**src/rtl/mdu_sequencer.sv**
```systemverilog
// mdu_sequencer: multi-cycle RV32M multiply/divide unit that sits beside the EX-stage ALU.
// Unsigned magnitudes go through a radix-2 shift-add multiplier or a restoring divider.
// Each runs for DATA_WIDTH cycles and is followed by one sign-fix cycle and a one-cycle done.
// Optional feature macro: MDU_DIV_EN. When it is defined, the divider is built.
// When it is undefined, divide opcodes complete at once with Result=0 and illegal=1.
module mdu_sequencer #(
    parameter int DATA_WIDTH = 32
) (
    input  logic                  clk,
    input  logic                  reset,
    input  logic                  start,
    input  logic [2:0]            Funct3,
    input  logic [DATA_WIDTH-1:0] SrcA,
    input  logic [DATA_WIDTH-1:0] SrcB,
    output logic [DATA_WIDTH-1:0] Result,
    output logic                  busy,
    output logic                  done,
    output logic                  stall,
    output logic                  illegal
);

    localparam int W  = DATA_WIDTH;
    localparam int CW = $clog2(DATA_WIDTH) + 1;

    typedef enum logic [1:0] {IDLE, CALC, FIX, DONE} state_t;

    state_t          state, nextState;
    logic [CW-1:0]   count;
    logic [2:0]      opReg;
    logic [W-1:0]    hiReg, loReg, operandReg;
    logic            negQuot, illegalReg;
`ifdef MDU_DIV_EN
    logic            negRem;
`endif

    logic            acceptStart, signedA, signedB, signA, signB;
    logic [W-1:0]    absA, absB;
    logic            fastPath, fastIllegal;
    logic [W-1:0]    fastResult;
    logic [W:0]      mulSum;
    logic [W-1:0]    stepHi, stepLo;
    logic [2*W-1:0]  prodFix;
    logic [W-1:0]    fixResult;

    assign acceptStart = start & ((state == IDLE) | (state == DONE));

    // Operand sign handling and the fast-path decision for the op being offered.
    always_comb begin
        signedA = (Funct3 == 3'b001) | (Funct3 == 3'b010) | (Funct3 == 3'b100) | (Funct3 == 3'b110);
        signedB = (Funct3 == 3'b001) | (Funct3 == 3'b100) | (Funct3 == 3'b110);
        signA   = signedA & SrcA[W-1];
        signB   = signedB & SrcB[W-1];
        absA    = signA ? -SrcA : SrcA;
        absB    = signB ? -SrcB : SrcB;
`ifdef MDU_DIV_EN
        fastIllegal = 1'b0;
        fastPath    = 1'b0;
        fastResult  = '0;
        if (Funct3[2] && (SrcB == '0)) begin
            fastPath   = 1'b1;
            fastResult = Funct3[1] ? SrcA : '1;
        end else if (Funct3[2] && !Funct3[0] && (SrcA == {1'b1, {(W-1){1'b0}}}) && (&SrcB)) begin
            fastPath   = 1'b1;
            fastResult = Funct3[1] ? '0 : SrcA;
        end
`else
        fastIllegal = Funct3[2];
        fastPath    = Funct3[2];
        fastResult  = '0;
`endif
    end

    // One multiply or divide iteration, plus the final sign correction and half select.
    always_comb begin
        mulSum = {1'b0, hiReg} + {1'b0, operandReg};
        if (loReg[0]) begin
            stepHi = mulSum[W:1];
            stepLo = {mulSum[0], loReg[W-1:1]};
        end else begin
            stepHi = {1'b0, hiReg[W-1:1]};
            stepLo = {hiReg[0], loReg[W-1:1]};
        end
        prodFix   = negQuot ? -{hiReg, loReg} : {hiReg, loReg};
        fixResult = (opReg[1:0] == 2'b00) ? prodFix[W-1:0] : prodFix[2*W-1:W];
`ifdef MDU_DIV_EN
        if (opReg[2]) begin
            if ({hiReg, loReg[W-1]} >= {1'b0, operandReg}) begin
                stepHi = {hiReg[W-2:0], loReg[W-1]} - operandReg;
                stepLo = {loReg[W-2:0], 1'b1};
            end else begin
                stepHi = {hiReg[W-2:0], loReg[W-1]};
                stepLo = {loReg[W-2:0], 1'b0};
            end
            if (opReg[1]) begin
                fixResult = negRem ? -hiReg : hiReg;
            end else begin
                fixResult = negQuot ? -loReg : loReg;
            end
        end
`else
        if (opReg[2]) begin
            fixResult = '0;
        end
`endif
    end

    // State register.
    always_ff @(posedge clk or negedge reset) begin
        if (!reset) begin
            state <= IDLE;
        end else begin
            state <= nextState;
        end
    end

    // Next-state decode and status outputs.
    always_comb begin
        nextState = state;
        busy      = 1'b0;
        done      = 1'b0;
        case (state)
            IDLE: begin
                if (acceptStart) begin
                    nextState = fastPath ? DONE : CALC;
                end
            end
            CALC: begin
                busy = 1'b1;
                if (count == CW'(1)) begin
                    nextState = FIX;
                end
            end
            FIX: begin
                busy      = 1'b1;
                nextState = DONE;
            end
            DONE: begin
                done = 1'b1;
                if (acceptStart) begin
                    nextState = fastPath ? DONE : CALC;
                end else begin
                    nextState = IDLE;
                end
            end
            default: nextState = IDLE;
        endcase
        stall   = busy | (acceptStart & ~fastPath);
        illegal = done & illegalReg;
    end

    // Operand latch, iteration datapath, iteration counter and result register.
    always_ff @(posedge clk or negedge reset) begin
        if (!reset) begin
            count      <= '0;
            opReg      <= '0;
            hiReg      <= '0;
            loReg      <= '0;
            operandReg <= '0;
            negQuot    <= 1'b0;
            illegalReg <= 1'b0;
            Result     <= '0;
`ifdef MDU_DIV_EN
            negRem     <= 1'b0;
`endif
        end else if (acceptStart) begin
            opReg      <= Funct3;
            negQuot    <= signA ^ signB;
            illegalReg <= fastIllegal;
`ifdef MDU_DIV_EN
            negRem     <= signA;
`endif
            hiReg      <= '0;
            loReg      <= absA;
            operandReg <= absB;
            count      <= fastPath ? '0 : CW'(W);
            if (fastPath) begin
                Result <= fastResult;
            end
        end else if (state == CALC) begin
            hiReg <= stepHi;
            loReg <= stepLo;
            count <= count - CW'(1);
        end else if (state == FIX) begin
            Result <= fixResult;
        end
    end

endmodule

```
**config.mk**
```make
export PLATFORM = sky130hd
export DESIGN_NAME = mdu_sequencer
export DESIGN_NICKNAME = d
export VERILOG_FILES = /design/src/rtl/mdu_sequencer.sv
export SDC_FILE = /design/constraint.sdc
export NUM_CORES = 1
export LEC_CHECK = 0
export CAP_MARGIN = 20
export CORE_ASPECT_RATIO = 1.4
export CORE_MARGIN = 5
export CORE_UTILIZATION = 40
export CTS_CLUSTER_SIZE = 20
export DETAILED_ROUTE_END_ITERATION = 8
export PLACE_DENSITY_LB_ADDON = 0.08
export SYNTH_ARGS = -nofsm -noshare
export SYNTH_HDL_FRONTEND = slang
export SYNTH_SLANG_ARGS = --single-unit
```
**constraint.sdc**
```tcl
create_clock -name clk -period 3.43 [get_ports clk]
set_input_delay 0.686 -clock clk [delete_from_list [all_inputs] [get_ports clk]]
set_output_delay 0.686 -clock clk [all_outputs]
set_load 0.005 [all_outputs]
```
==> results.tsv, run 1 <==
stage	metric	value	unit
power_and_ir_drop	irDropWorstVdd	0.353	mV
power_and_ir_drop	p_comb_share	57.3	%
power_and_ir_drop	p_sw	5.32	mW
worst_setup_path	required	3.71	ns
run_status	status	complete, no violations	
die	fp-row-count	70	
placement	io_buffer_count	105	
worst_setup_path	r2r_cells	9	
worst_setup_path	worstPathCellList	clkdlybuf4s50_1 -> or4_4 -> or4_4 -> or4_4 -> or3_4 -> nand2b_4 -> o41ai_4 -> xor2_1 -> a21oi_1	
timing	final.setup.tns	0	ns
layout	syn_to_final_growth	22.5	%
timing	hold_viol	0	
clocking	insertion_delay	0.43	ns
worst_setup_path	crit_type	primary input to flop	
timing	fin_crit	3.33	ns
routing	wirelength	32100	µm
synthesis	yosys.area.top_type_share	33.1	%
synthesis	synthTopCellsByCount	nand2_1 (165), o21ai_0 (145), dfrtp_1 (140)	
layout	fin_area	0.0130	mm²
global_route	grt_antenna_before_repair	0	
timing	slew_headroom	30.0	%
synthesis	yosysUniqueCellTypes	70	
layout	fin_util	49.7	%
placement	gp_congestion	0.911	
routing	first_iter_violations	515	
layout	finish.net_count	1529	
synthesis	ys_ff_latch	140	
timing	holdWs	0.255	ns
layout	fin_cells	1753	
worst_setup_path	cp-start-kind	primary input	
timing	max_freq	300	MHz
routing	dr.pass1.iters	5	
timing	final.setup_skew	0.00707	ns
synthesis	avgSynthCellArea	8.24	µm²
power_and_ir_drop	total_power	11.7	mW
job	max-cap-violations	0	
layout	drive_gt1_share	9.31	%
power_and_ir_drop	p_sw_share	45.4	%
timing	worst_pin_slew	1.05	ns
die	die-area	0.0299	mm²
worst_setup_path	cp_max_fo	5	
power_and_ir_drop	p_int	6.38	mW
synthesis	ys_seq_area_share	33.1	%
routing	drc_errors	0	
synthesis	syn_nets	1398	
timing	rsz0062_at_grt	no	
synthesis	synth.largest_area_cell	dfrtp_1	
layout	fillCellCount	2559	
worst_setup_path	r2r_slack	0.24	ns
power_and_ir_drop	leakagePower	5.40	nW
power_and_ir_drop	seqPwrFrac	27.4	%
power_and_ir_drop	power_density	901	mW/mm²
clocking	cts_setup_buffers	0	
worst_setup_path	endpoint_kind	flop	
clocking	numCtsBuffers	17	
clocking	cts_sinks	140	
placement	placed_cells	1722	
layout	regArea	0.00350	mm²
layout	multiInputGateArea	0.00673	mm²
synthesis	yosys-top-cells-area	dfrtp_1 (33%), o21ai_0 (6.9%), xor2_1 (5.9%)	
synthesis	synth_area	0.0106	mm²
worst_setup_path	arrival	3.61	ns
layout	n_antenna_cell	0	
synthesis	synthArstFlopShare	100	%
timing	setup-violations-final	0	
global_route	grt_pass1_vias	9654	
synthesis	yosys_warnings	0	
synthesis	synth_cells	1286	
die	fp.dieW	148	µm
placement	hpwl	25000	µm
timing	slew_viol_final	0	
clocking	clk_path_buf_depth	2	
die	start_util	40.6	%
die	pin_count	106	
routing	vias_per_cell	5.57	
synthesis	synth_edf_count	0	
global_route	grt_pass1_wl	52000	µm
clocking	clkSlewWorstSetupHoldPaths	0.06	ns
synthesis	synth_top_flop_cell	dfrtp_1	
synthesis	synth_most_common_cell	nand2_1	
die	core	0.0261	mm²
placement	pre_cts_slack	-0.377	ns
hold_path	worstHoldPathType	primary input to asynchronous set/reset pin	
global_route	track_usage	21.7	%
clocking	cts_root_buf	clkbuf_16	
worst_setup_path	critPathMaxStageDelay	0.43	ns
global_route	grt_max_degree	70	
power_and_ir_drop	p_clk_share	15.3	%
clocking	htree_levels	4	
worst_setup_path	timing.rr.end	Result[24]$_DFFE_PN0P_	
global_route	grt-ovfl-total	0	
routing	via_count	9770	
clocking	cts_tree	built	
worst_setup_path	slowest_stage	clkdlybuf4s50_1	
routing	ant_nets	0	
die	die_h	203	µm
worst_setup_path	path_common_cell	or4_4	
worst_setup_path	r2r-start	loReg[15]$_DFFE_PN0P_	
placement	place_area	0.0124	mm²
routing	drt-wirelength-per-cell	18.3	µm
timing	setup_slack	0.0980	ns
timing	period_share	97.1	%
state kept, by name, indices dropped and copies added, names as in the netlist:
signal / cells
Result: 32
opReg: 3
loReg: 32
negQuot: 1
state: 2
count: 6
operandReg: 32
hiReg: 32
worst max path at each step:
stage | startpoint | endpoint | depth (start not counted)
after detailed placement | SrcA[1] | loReg[29]$_DFFE_PN0P_ | 9
after floorplan | SrcA[1] | loReg[29]$_DFFE_PN0P_ | 8
after global placement | SrcA[1] | loReg[29]$_DFFE_PN0P_ | 9
after global routing | SrcA[3] | loReg[25]$_DFFE_PN0P_ | 9
after CTS | SrcA[1] | loReg[29]$_DFFE_PN0P_ | 9
final | SrcA[3] | loReg[25]$_DFFE_PN0P_ | 9
power groups by stage:
| stage | Sequential (mW) | Clock (mW) | Combinational, mW |
|---|---|---|---|
| floorplan | 2.97 | 0 | 4.58 |
| global placement | 3.21 | 0 | 6.63 |
| detailed placement | 3.22 | 0 | 6.69 |
| CTS | 3.20 | 1.83 | 6.72 |
| global route | 3.32 | 1.89 | 7.49 |
| finish | 3.20 | 1.79 | 6.70 |
area by class of cell:
type / count / share of cell area, %
Sequential cell: 140 / 27.0
Clock inverter: 9 / 0.733
Tap cell: 324 / 3.12
Timing Repair Buffer: 184 / 12.8
Clock buffer: 22 / 3.58
Inverter: 31 / 0.897
Multi-Input combinational cell: 1043 / 51.8
routing by layer:
layer,routed length (µm),part of all wire [%],global-route usage [%],vias to the layer above
met5,0,0,0,-
met4,1470,4.6,10.4,0
met3,1080,3.3,2.97,54
met2,15700,49,37.2,204
met1,13900,43,26.7,4597
li1,-,-,-,4915
worst max-delay path, delay by kind of cell:
kind | cells | cell delay, ns
AO/OA/AOI/OAI | 2 | 0.44
buffers and inverters | 1 | 0.43
XOR/XNOR | 1 | 0.17
AND/OR/NAND/NOR | 5 | 1.87
what timing repair did:
action,CTS,global route
gates resized for setup,0,4
hold buffers,0,0
setup endpoints to repair,0,4
hold endpoints to repair,0,0
cell usage in the layout (no fill, tap or decap), types with 9 or more instances in the layout:
master / n
a211oi_1: 20
a21o_1: 14
a21oi_1: 93
a31oi_1: 16
buf_4: 78
clkbuf_16: 17
clkdlybuf4s50_1: 101
dfrtp_1: 139
ha_1: 40
inv_1: 30
mux2i_1: 38
nand2_1: 165
nand3_1: 18
nand4_1: 11
nor2_1: 81
nor2b_1: 30
nor3_1: 27
nor4_1: 9
o21ai_0: 145
o221ai_1: 17
o22ai_1: 11
o31ai_1: 31
o41ai_1: 10
or3_1: 15
or4_1: 17
xnor2_1: 68
xor2_1: 71
cells by family after synthesis:
logic type / synth area share [%]
buffers and inverters: 3.65
and+or+nand+nor: 19.2
muxes: 3.70
xor gates and xnor gates: 11.5
AOI/OAI and AO/OA: 23.9
adders and majority gates: 5.03
DFF: 33.1
Power figures use the tool's default switching activity.
==> run 2, diff against run 1 <==
- CAP_MARGIN: 20 -> default
==> results of run 2 <==
No change in the layout: final DEF, timing and power equal those of run 1.
==> run 3, diff against run 2 <==
- CAP_MARGIN: default -> 10
- CELL_PAD_IN_SITES_DETAIL_PLACEMENT: default -> 1
- CELL_PAD_IN_SITES_GLOBAL_PLACEMENT: default -> 2
- CORE_UTILIZATION: 40 -> 35
- clock period: 3.43 -> 3.4 ns (I/O delays scaled with it)
==> results.tsv, run 3 (synthesized netlist as in run 1, its figures left out) <==
stage	metric	value	unit	change
routing	routed-wl-met3	837	µm	-22%
worst_setup_path	r2r-start	loReg[14]$_DFFE_PN0P_		
clocking	cts_tree	built		
die	fp.dieW	157	µm	+6.4%
global_route	track_usage	22.2	%	+0.58 points
routing	ant_nets	0		unchanged
timing	setup-violations-final	0		unchanged
timing	hold_viol	0		unchanged
layout	finish.net_count	1555		+1.7%
routing	first_iter_violations	300		-42%
routing	wl_met2	19800	µm	+26%
worst_setup_path	required	3.71	ns	about the same
global_route	grt_antenna_before_repair	0		unchanged
worst_setup_path	worstPathCellList	clkdlybuf4s50_1 -> or4_4 -> or4_4 -> or4_4 -> or3_4 -> nand2b_4 -> buf_12 -> o31ai_2 -> xor2_1 -> a21oi_1		
run_status	status	complete, no violations		
routing	dr.pass1.iters	4		-1
routing	drt-met1-wl	15500	µm	+12%
routing	drc_errors	0		unchanged
placement	io_buffer_count	105		unchanged
placement	pre_cts_slack	-0.518	ns	-0.141 ns
worst_setup_path	crit_path_end	loReg[29]$_DFFE_PN0P_		
layout	n_antenna_cell	0		unchanged
global_route	grt-ovfl-total	0		unchanged
die	fp-row-count	75		+7.1%
power_and_ir_drop	p_int	6.60	mW	+3.4%
power_and_ir_drop	p_sw	5.65	mW	+6.2%
placement	hpwl	29200	µm	+17%
power_and_ir_drop	power_density	922	mW/mm²	+2.3%
timing	max_freq	303	MHz	
power_and_ir_drop	p_clk_share	15.3	%	about the same
layout	fin_cells	1840		+5.0%
routing	drt-wirelength-per-cell	20.2	µm	+10%
worst_setup_path	cp-start-kind	primary input		
timing	fin_crit	3.30	ns	
routing	vias_per_cell	5.49		-1.6%
power_and_ir_drop	leakagePower	5.54	nW	+2.5%
routing	wirelength	37200	µm	+16%
die	pin_count	106		unchanged
worst_setup_path	path_common_cell	or4_4		
timing	slew_headroom	30.1	%	+0.074 points
clocking	cts_hold_buf	0		unchanged
placement	placed_cells	1808		+5.0%
clocking	htree_levels	4		unchanged
layout	final_common_cell	nand2_1		
clocking	clkSlewWorstSetupHoldPaths	0.07	ns	about the same
placement	gp_congestion	0.828		-9.1%
global_route	grt_pass1_wl	59500	µm	+14%
timing	worst_pin_slew	1.05	ns	-0.00110 ns
timing	final.setup_skew	0.0132	ns	+0.00618 ns
global_route	grt_pass1_vias	10800		+11%
die	die-area	0.0339	mm²	+13%
clocking	cts_root_buf	clkbuf_16		
die	core	0.0299	mm²	+15%
timing	slew_viol_final	0		unchanged
worst_setup_path	slowest_stage	or4_4		
layout	drive_gt1_share	11.0	%	+1.7 points
power_and_ir_drop	p_sw_share	46.1	%	+0.68 points
worst_setup_path	crit_type	primary input to flop		
clocking	clk_path_buf_depth	2		unchanged
power_and_ir_drop	p_comb_share	58.8	%	+1.5 points
worst_setup_path	critPathMaxStageDelay	0.44	ns	about the same
clocking	insertion_delay	0.45	ns	+0.02 ns
timing	holdWs	0.214	ns	-0.0413 ns
worst_setup_path	r2r_cells	9		unchanged
worst_setup_path	timing.rr.end	Result[28]$_DFFE_PN0P_		
routing	dr.max_layer_used	met4		
die	die_h	216	µm	+6.6%
worst_setup_path	endpoint_kind	flop		
power_and_ir_drop	seqPwrFrac	25.9	%	-1.5 points
timing	period_share	97.2	%	
job	max-cap-violations	0		unchanged
routing	via_count	10100		+3.3%
power_and_ir_drop	irDropWorstVdd	0.320	mV	-9.3%
clocking	numCtsBuffers	17		unchanged
layout	syn_to_final_growth	25.4	%	
hold_path	worstHoldPathType	primary input to asynchronous set/reset pin		
worst_setup_path	cp_max_fo	3		-2
worst_setup_path	arrival	3.61	ns	about the same
layout	layout_common_cells	nand2_1 (164), o21ai_0 (144), dfrtp_1 (139)		
die	start_util	35.4	%	-5.2 points
layout	fillCellCount	3607		+41%
worst_setup_path	r2r_slack	0.17	ns	-0.07 ns
global_route	grt_max_degree	85		+21%
clocking	cts_sinks	140		unchanged
worst_setup_path	crit_start	SrcA[1]		
timing	setup_slack	0.0960	ns	-0.00198 ns
[run 3: critical path, delay by kind of cell]
kind / cells / cell delay [ns]
and+or+nand+nor: 5 / 1.87
buffers and inverters: 2 / 0.59
AOI/OAI and AO/OA: 2 / 0.30
xor gates and xnor gates: 1 / 0.17
[run 3: stage by stage]
step	power (mW)	TNS, ns	area (µm²)	util, %
after global placement	10.3	-2.08	12700	42.3
final	12.2	0	13300	44.4
after floorplan	7.62	0	10600	-
after detailed placement	10.4	-2.93	12700	42.3
after CTS	12.4	0	13300	44.3
after global routing	13.3	-0.0118	13300	44.4
[run 3: area by class of cell]
| cell class | instances | area, µm² | area share, % |
|---|---|---|---|
| Clock buffer | 24 | 492 | 3.70 |
| Multi-Input combinational cell | 1043 | 6730 | 50.7 |
| Timing Repair Buffer | 210 | 1870 | 14.1 |
| Inverter | 31 | 116 | 0.876 |
| Sequential cell | 140 | 3500 | 26.4 |
| Tap cell | 385 | 482 | 3.63 |
| Clock inverter | 7 | 87.6 | 0.659 |
[run 3: how the worst min path moves through the flow]
stage / end / slack, ns
floorplan: Result[0]$_DFFE_PN0P_ / 0.38
global placement: Result[24]$_DFFE_PN0P_ / 0.45
detailed placement: Result[24]$_DFFE_PN0P_ / 0.47
CTS: loReg[20]$_DFFE_PN0P_ / 0.24
global route: loReg[20]$_DFFE_PN0P_ / 0.26
finish: loReg[20]$_DFFE_PN0P_ / 0.21
[run 3: power groups by stage]
stage          combinational, mW  clock [mW]  sequential, mW
6_report                    7.20        1.87            3.18
5_1_grt                     8.00        1.99            3.28
4_1_cts                     7.27        1.91            3.19
3_5_place_dp                7.23           0            3.21
3_3_place_gp                7.09           0            3.19
2_1_floorplan               4.62           0            3.00
[run 3: routing by layer]
layer	vias up	track usage [%]
met1	4947	26.1
met3	45	2.22
met4	0	8.15
met2	131	41.3
li1	4971	-
met5	-	0
[run 3: timing repair]
| item | 4_1_cts | 5_1_grt |
|---|---|---|
| gates resized for setup | 1 | 5 |
| pin swaps | 2 | 4 |
| hold endpoints to repair | 0 | 0 |
| setup buffers | 0 | 1 |
| setup endpoints to repair | 2 | 5 |
